$ cat config.mk
export PLATFORM = sky130hd
export DESIGN_NAME = mc_control_fsm
export DESIGN_NICKNAME = d
export VERILOG_FILES = /design/src/rtl/mc_control_fsm.sv
export SDC_FILE = /design/constraint.sdc
export NUM_CORES = 1
export LEC_CHECK = 0
export BUFFER_PORTS_ARGS = -buffer_cell sky130_fd_sc_hd__buf_2
export CORE_UTILIZATION = 48
export CTS_CLUSTER_DIAMETER = 150
export DETAILED_ROUTE_END_ITERATION = 12
export PLACE_DENSITY = 0.89
export SYNTH_ARGS = -nofsm -noshare
export SYNTH_HDL_FRONTEND = slang
export SYNTH_SLANG_ARGS = --single-unit
$ cat constraint.sdc
create_clock -name clk -period 2.3 [get_ports clk]
set_input_delay 0.46 -clock clk [delete_from_list [all_inputs] [get_ports clk]]
set_output_delay 0.46 -clock clk [all_outputs]
set_load 0.005 [all_outputs]
$ cat src/rtl/mc_control_fsm.sv
// mc_control_fsm: multi-cycle FETCH/DECODE/EXEC/MEM/WB controller driving the programcounter and datapath strobes
module mc_control_fsm #(
  parameter int CNT_W = 32
) (
  input  logic             clk,
  input  logic             reset,
  input  logic [31:0]      instr,
  input  logic             zero,
  output logic             pc_we,
  output logic             jump,
  output logic             beq,
  output logic             bne,
  output logic             regorimm,
  output logic [25:0]      jumpaddress,
  output logic [15:0]      branchaddress,
  output logic [4:0]       rs,
  output logic [4:0]       rt,
  output logic [4:0]       rd,
  output logic [15:0]      imm,
  output logic             reg_we,
  output logic [1:0]       regdst,
  output logic [1:0]       memtoreg,
  output logic             alusrc,
  output logic [2:0]       aluop,
  output logic             mem_we,
  output logic [2:0]       state,
  output logic [CNT_W-1:0] retired
);
  typedef enum logic [2:0] {FETCH, DECODE, EXEC, MEM, WB} state_t;
  state_t     st, nx;
  logic [31:0] ir;
  logic [5:0] op, fn;
  logic       is_r, is_jr, r_alu, is_j, is_jal, is_beq, is_bne, is_addi, is_xori, is_lw, is_sw;
  logic       to_exec, imm_src;
  logic [2:0] alu_op;
  logic       pc_we_c, jump_c, beq_c, bne_c, rim_c, reg_we_c, mem_we_c;
  assign op            = ir[31:26];
  assign fn            = ir[5:0];
  assign jumpaddress   = ir[25:0];
  assign branchaddress = ir[15:0];
  assign imm           = ir[15:0];
  assign rs            = ir[25:21];
  assign rt            = ir[20:16];
  assign rd            = ir[15:11];
  assign state         = st;
  assign is_r    = op == 6'h00;
  assign is_jr   = is_r && fn == 6'h08;
  assign r_alu   = is_r && (fn == 6'h20 || fn == 6'h22 || fn == 6'h2A);
  assign is_j    = op == 6'h02;
  assign is_jal  = op == 6'h03;
  assign is_beq  = op == 6'h04;
  assign is_bne  = op == 6'h05;
  assign is_addi = op == 6'h08;
  assign is_xori = op == 6'h0E;
  assign is_lw   = op == 6'h23;
  assign is_sw   = op == 6'h2B;
  assign to_exec = is_lw || is_sw || is_beq || is_bne || is_addi || is_xori || r_alu;
  assign imm_src = is_addi || is_xori || is_lw || is_sw;
  assign alu_op  = (is_beq || is_bne)        ? 3'd1 :
                   is_xori                   ? 3'd2 :
                   (r_alu && fn == 6'h22)    ? 3'd1 :
                   (r_alu && fn == 6'h2A)    ? 3'd3 : 3'd0;
  always_comb begin
    nx       = FETCH;
    pc_we_c  = 1'b0;
    jump_c   = 1'b0;
    beq_c    = 1'b0;
    bne_c    = 1'b0;
    rim_c    = 1'b0;
    reg_we_c = 1'b0;
    mem_we_c = 1'b0;
    regdst   = 2'd0;
    memtoreg = 2'd0;
    alusrc   = 1'b0;
    aluop    = 3'd0;
    case (st)
      FETCH: nx = DECODE;
      DECODE: begin
        if (is_j || is_jal || is_jr) begin
          pc_we_c  = 1'b1;
          jump_c   = 1'b1;
          rim_c    = is_jr;
          reg_we_c = is_jal;
          regdst   = is_jal ? 2'd2 : 2'd0;
          memtoreg = is_jal ? 2'd2 : 2'd0;
        end else if (to_exec) nx = EXEC;
        else pc_we_c = 1'b1;
      end
      EXEC: begin
        alusrc = imm_src;
        aluop  = alu_op;
        if (is_beq || is_bne) begin
          pc_we_c = 1'b1;
          beq_c   = is_beq && zero;
          bne_c   = is_bne && !zero;
        end else nx = (is_lw || is_sw) ? MEM : WB;
      end
      MEM: begin
        alusrc   = imm_src;
        aluop    = alu_op;
        pc_we_c  = is_sw;
        mem_we_c = is_sw;
        nx       = is_sw ? FETCH : WB;
      end
      WB: begin
        alusrc   = imm_src;
        aluop    = alu_op;
        pc_we_c  = 1'b1;
        reg_we_c = 1'b1;
        regdst   = is_r ? 2'd1 : 2'd0;
        memtoreg = is_lw ? 2'd1 : 2'd0;
      end
      default: nx = FETCH;
    endcase
  end
  // reset must suppress every side effect even mid-instruction
  assign pc_we    = pc_we_c && !reset;
  assign jump     = jump_c && !reset;
  assign beq      = beq_c && !reset;
  assign bne      = bne_c && !reset;
  assign regorimm = rim_c && !reset;
  assign reg_we   = reg_we_c && !reset;
  assign mem_we   = mem_we_c && !reset;
  always_ff @(posedge clk) begin
    if (reset) begin
      st      <= FETCH;
      ir      <= '0;
      retired <= '0;
    end else begin
      st <= nx;
      if (st == FETCH) ir <= instr;
      if (pc_we) retired <= retired + 1'b1;
    end
  end
endmodule

; Yosys cells after proc, flatten, opt, wreduce, memory -nomap -nowiden
; Index checks and enable logic that the tools add are counted.
[op_classes]
n_addsub = 1
eq_ne = 16
n_mux = 33
reduce_logical = 32
[op_table]
columns = operator, count
row1 = 32-bit by 1-bit adder with 32-bit output (second input constant), 1
row2 = 6-bit == test (second input constant), 5
row3 = 6-bit by 4-bit == test with 1-bit output (second input constant), 3
row4 = 2-bit two-way mux, 9
row5 = 1-bit two-way mux, 16
row6 = 1-bit logical OR, 14
row7 = 1-bit logical AND, 13
row8 = 6-bit by 2-bit == test with 1-bit output (second input constant), 2
row9 = 6-bit by 3-bit == test with 1-bit output (second input constant), 2
row10 = 3-bit one-hot mux with 4 select lines, 1
row11 = 3-bit two-way mux, 3
row12 = 2-bit one-hot mux with 2 select lines, 2
row13 = 3-bit by 2-bit == test with 1-bit output (second input constant), 2
row14 = 6-bit zero test, 1
row15 = 1-bit one-hot mux with 4 select lines, 1
row16 = 3-bit by 1-bit == test with 1-bit output (second input constant), 1
row17 = 3-bit == test (second input constant), 1
row18 = 3-bit zero test, 1
row19 = 3-bit OR reduction, 1
row20 = 1-bit zero test, 2
row21 = 1-bit one-hot mux with 2 select lines, 1
[word_totals]
reg_bits = 67
inputBits = 35
out_inout_bits = 123
elab_cells = 85

; Depth between registers and ports, before layout
[logic_depth]
word_depth = 11
ltp_mapped = 9
mapped_depth_nobuf = 6

; Worst setup path after synthesis
; OpenSTA, ideal clock, no wires.
[synth_path]
kind = flip-flop to output port
from = reg ir[26]
to = out pc_we
arrival_time_ps = 1723
required_ps = 1840
path_slack_ps = 117
stages_incl_launch_ff = 9
n_path_buf = 3
path_cell_list = dfxtp_1 nor4_1 and3_1 buf_2 a21oi_1 a21boi_4 buf_2 buf_2 nor2_1
[synth_between]
elab_chain_len = 11
word_cells_on_any_way = 25
classes_between = 8 x eq/ne / 4 x mux / 13 x reduce/logical
[synth_lines]
columns = item, line_no
row1 = start: declaration, 31  ; logic [31:0] ir;
row2 = start signal: assignment, 131  ; if (st == FETCH) ir <= instr;
row3 = 6-bit == test (on tied branches), "55, 56"
row4 = 1-bit logical OR (6 in series), 57  ; assign to_exec = is_lw || is_sw || is_beq || is_bne || is_addi || is_xori || r_alu;
row5 = 1-bit two-way mux, 86  ; end else if (to_exec) nx = EXEC;
row6 = 1-bit two-way mux, 79  ; if (is_j || is_jal || is_jr) begin
row7 = 1-bit one-hot mux with 4 select lines (*), 76  ; case (st)
row8 = 1-bit logical AND (*), 117  ; assign pc_we = pc_we_c && !reset;
row9 = end: declaration, 9  ; output logic pc_we,
; Every way passes the cells marked *; elsewhere a longest branch is shown, timed or not.

; Final worst setup path
[layout_path]
from = reg ir[27]
to = out beq
[layout_between]
elab_chain_len = 5
word_cells_on_any_way = 7
classes_between = 2 x eq/ne / 2 x mux / 3 x reduce/logical
[layout_lines]
columns = item, line_no
row1 = 6-bit by 3-bit == test with 1-bit output (on tied branches), "51, 52"
row2 = 1-bit logical AND or 1-bit logical OR (tied branches), "94, 92"
row3 = 1-bit two-way mux (*), 92  ; if (is_beq || is_bne) begin
row4 = 1-bit two-way mux (*), 76
row5 = 1-bit logical AND (*), 119  ; assign beq = beq_c && !reset;
row6 = end: declaration, 11  ; output logic beq,
; Marks and branches as above.

==> results.md <==
- Drt total wl: 10.9 mm
- First-pass GRT wire length: 14.9 mm
- Unrepaired setup endpoints after global routing: yes
- First DRT Iteration DRCs: 235
- Placed cell area: 4090 µm²
- Hold slack: 0.344 ns
- Pre-Repair DR Iteration Count: 5
- Max VDD drop: 0.403 mV
- Final Hold Fails: 0
- Max incr delay on CP: 0.40 ns
- Root buf cell: clkbuf_8
- Element type at the critical path end: output port
- Synth-to-Final Area Change: 28.6%
- Worst Path Buf+Inv: 1
- CTS tree: built
- Most frequent cells in the layout: buf_2 (157), nand2_1 (80), dfxtp_1 (63)
- Final instance area: 4750 µm²
- Layout cells sized above 1: 0.466
- Most common cell after layout, fill and taps aside: buf_2
- Layout Cells excl Fill: 679
- Setup Crit Path Kind: reg -> out
- Number of top-level pins: 158
- CP arrival: 1.98 ns
- Max-slew violations: 0
- Vias: 3832
- Mapped Area: 3690 µm²
- Synth unique cells: 46
- Flop-to-flop setup slack: -0.11 ns
- Gr usage total: 0.243
- DRC: 0
- Maximum clock path buffer count: 2
- Vias in the first global route: 3176
- Gr ovfl total: 0
- Syn Area/Cell: 7.72 µm²
- CP max FO: 2
- Synth area leader: dfxtp_1
- Hold Path Sink: ir[20]$_SDFFE_PP0N_
- ANT nets after route: 0
- Post-synth top flop: dfxtp_1
- Pre-CTS setup slack: 0.0752 ns
- Worst-path cell chain: or3b_4 -> or2_4 -> or3_4 -> nor3b_2 -> buf_2
- Maxcap violations: 0
- Clk_lat worst skew: 0.34 ns
- Die ar.: 8040 µm²
- Initial Utilization: 0.503
- Clk pin slew, worst setup/hold paths: 0.08 ns
- Core Util, Final: 0.647
- Post-synthesis cell count: 478
- Antenna violations before repair: 0
- Routed wire length per instance: 16.1 µm
- Final WS setup: -0.141 ns
- Worst-margin pin slew: 1.11 ns
- Height of the die: 89.7 µm
- Power density cells: 586 nW/µm²
- Synth Register Bits: 67
- Final Skew: 0.00832 ns
- Largest net degree at the start of global routing: 45
- Hold Path Class: in -> reg
- Min-Delay Startpoint: instr[20]
- Pleak: 2.13 nW
- Slew HR: 0.257
- Ant diodes: 0
- Status: finished, violations left
- Post-layout min period: 2.44 ns
- Placed wire-length estimate: 6.71 mm
- H-tree levels: 3
- Synth area leaders: dfxtp_1 (36%), buf_4 (15%), a21oi_1 (8.9%), nand2_1 (8.1%), or3_1 (3.2%)
- Core ar.: 7330 µm²
- Post-synth EDFFs: 0
- # rows: 31
- DR vias/cell: 5.64
- Routability Congestion: 0.901
- CTS Hold Bufs: 0
- Failing checks: setup timing
- R2r startpoint: ir[27]$_SDFFE_PP0N_
- Req. time, crit path: 1.84 ns
- Total CTS buffers: 9
- FF-to-FF path depth: 9
- Post-Syn Nets: 514
- CTS sink cnt: 67
- Synth warnings: 0
- Post-synth ARST share: 0
- Seq/Total Area, Yosys: 0.363
- Final net count: 612
- CP delay by family, top: simple AND/OR/NAND/NOR gates
- Hold depth: 3
- Max Fclk: 0.410 GHz
- Reg2Reg Capture Point: retired[24]$_SDFFE_PP0P_
- Post-synth top area share: 0.363
- Slowest cell on the critical path: or3b_4
- Final setup viols: 21
- Placed cells: 652
- Startpoint Class: flip-flop
- Period Utilization, post-route: 1.06
- Horiz. Die Dim: 89.7 µm
- I/O Buffers: 156
[power by group]
group | switching [mW] | internal, mW
Clock | 0.463 | 0.442
Combinational | 0.334 | 0.275
Sequential | 0.0489 | 1.22
Total | 0.846 | 1.93
[cells by family after synthesis]
family | share of synthesized area
multiplexers | 0.00576
adder cells (fa/ha/maj) | 0.00339
AO/OA/AOI/OAI | 0.166
other | 0.00102
XOR/XNOR | 0.00475
AND/OR/NAND/NOR | 0.265
flip-flops | 0.363
buffers and inverters | 0.191
[worst max-delay path by stage]
| stage | cells after the start | start | slack (ns) | to |
|---|---|---|---|---|
| 2_1_floorplan | 8 | ir[26]$_SDFFE_PP0N_ | 0.12 | pc_we |
| 3_3_place_gp | 5 | ir[27]$_SDFFE_PP0N_ | 0.10 | beq |
| 3_5_place_dp | 5 | ir[27]$_SDFFE_PP0N_ | 0.08 | bne |
| 4_1_cts | 5 | ir[29]$_SDFFE_PP0N_ | -0.12 | bne |
| 5_1_grt | 5 | ir[27]$_SDFFE_PP0N_ | -0.24 | beq |
| 6_report | 5 | ir[27]$_SDFFE_PP0N_ | -0.14 | beq |
[metal layers]
metal	track usage	wire (µm)
met4	0.127	331
met1	0.276	4150
met5	0	0
met2	0.430	5700
met3	0.0475	766
[repair_timing]
item	4_1_cts	5_1_grt
setup buffers	4	6
gates resized for setup	20	60
pin swaps	24	27
setup endpoints to repair	12	39
cloned	0	3
[per-stage QoR]
step / setup TNS (ns) / total power [mW]
floorplan: 0 / 1.68
global placement: 0 / 1.74
detailed placement: 0 / 1.76
CTS: -0.684 / 2.71
global route: -4.09 / 2.93
finish: -1.75 / 2.78
[area by class of cell]
| cell class | count | area, µm² |
|---|---|---|
| Clock buffer | 11 | 151 |
| Clock inverter | 4 | 26.3 |
| Fill cell | 575 | 2580 |
| Inverter | 5 | 18.8 |
| Multi-Input combinational cell | 303 | 1970 |
| Sequential cell | 67 | 1350 |
| Tap cell | 99 | 124 |
| Timing Repair Buffer | 190 | 1100 |
[flip-flops by register name (all words and copies together), names as in the netlist]
name,cells
state,3
ir,32
retired,32
[cell usage after synthesis, types with 2 or more instances]
library cell	n
and3_1	4
o31ai_1	13
or4_1	14
or3_1	19
and2_1	3
buf_4	75
nand2_1	80
o21ai_0	17
nand2b_1	2
nor3b_1	3
xor2_1	2
nand4_1	14
dfxtp_1	67
a21oi_1	66
nor3_1	8
nor4_1	2
and4_1	5
or2_2	2
clkbuf_1	18
nor2_1	13
nand3_1	15
inv_1	5
buf_1	2
buf_2	7
[tightest hold or removal path, cell delays in order]
cell and delay [ns]:
buf_2 0.09, nand2_1 0.04, a21oi_1 0.05
(Power assumes the default switching activity.)
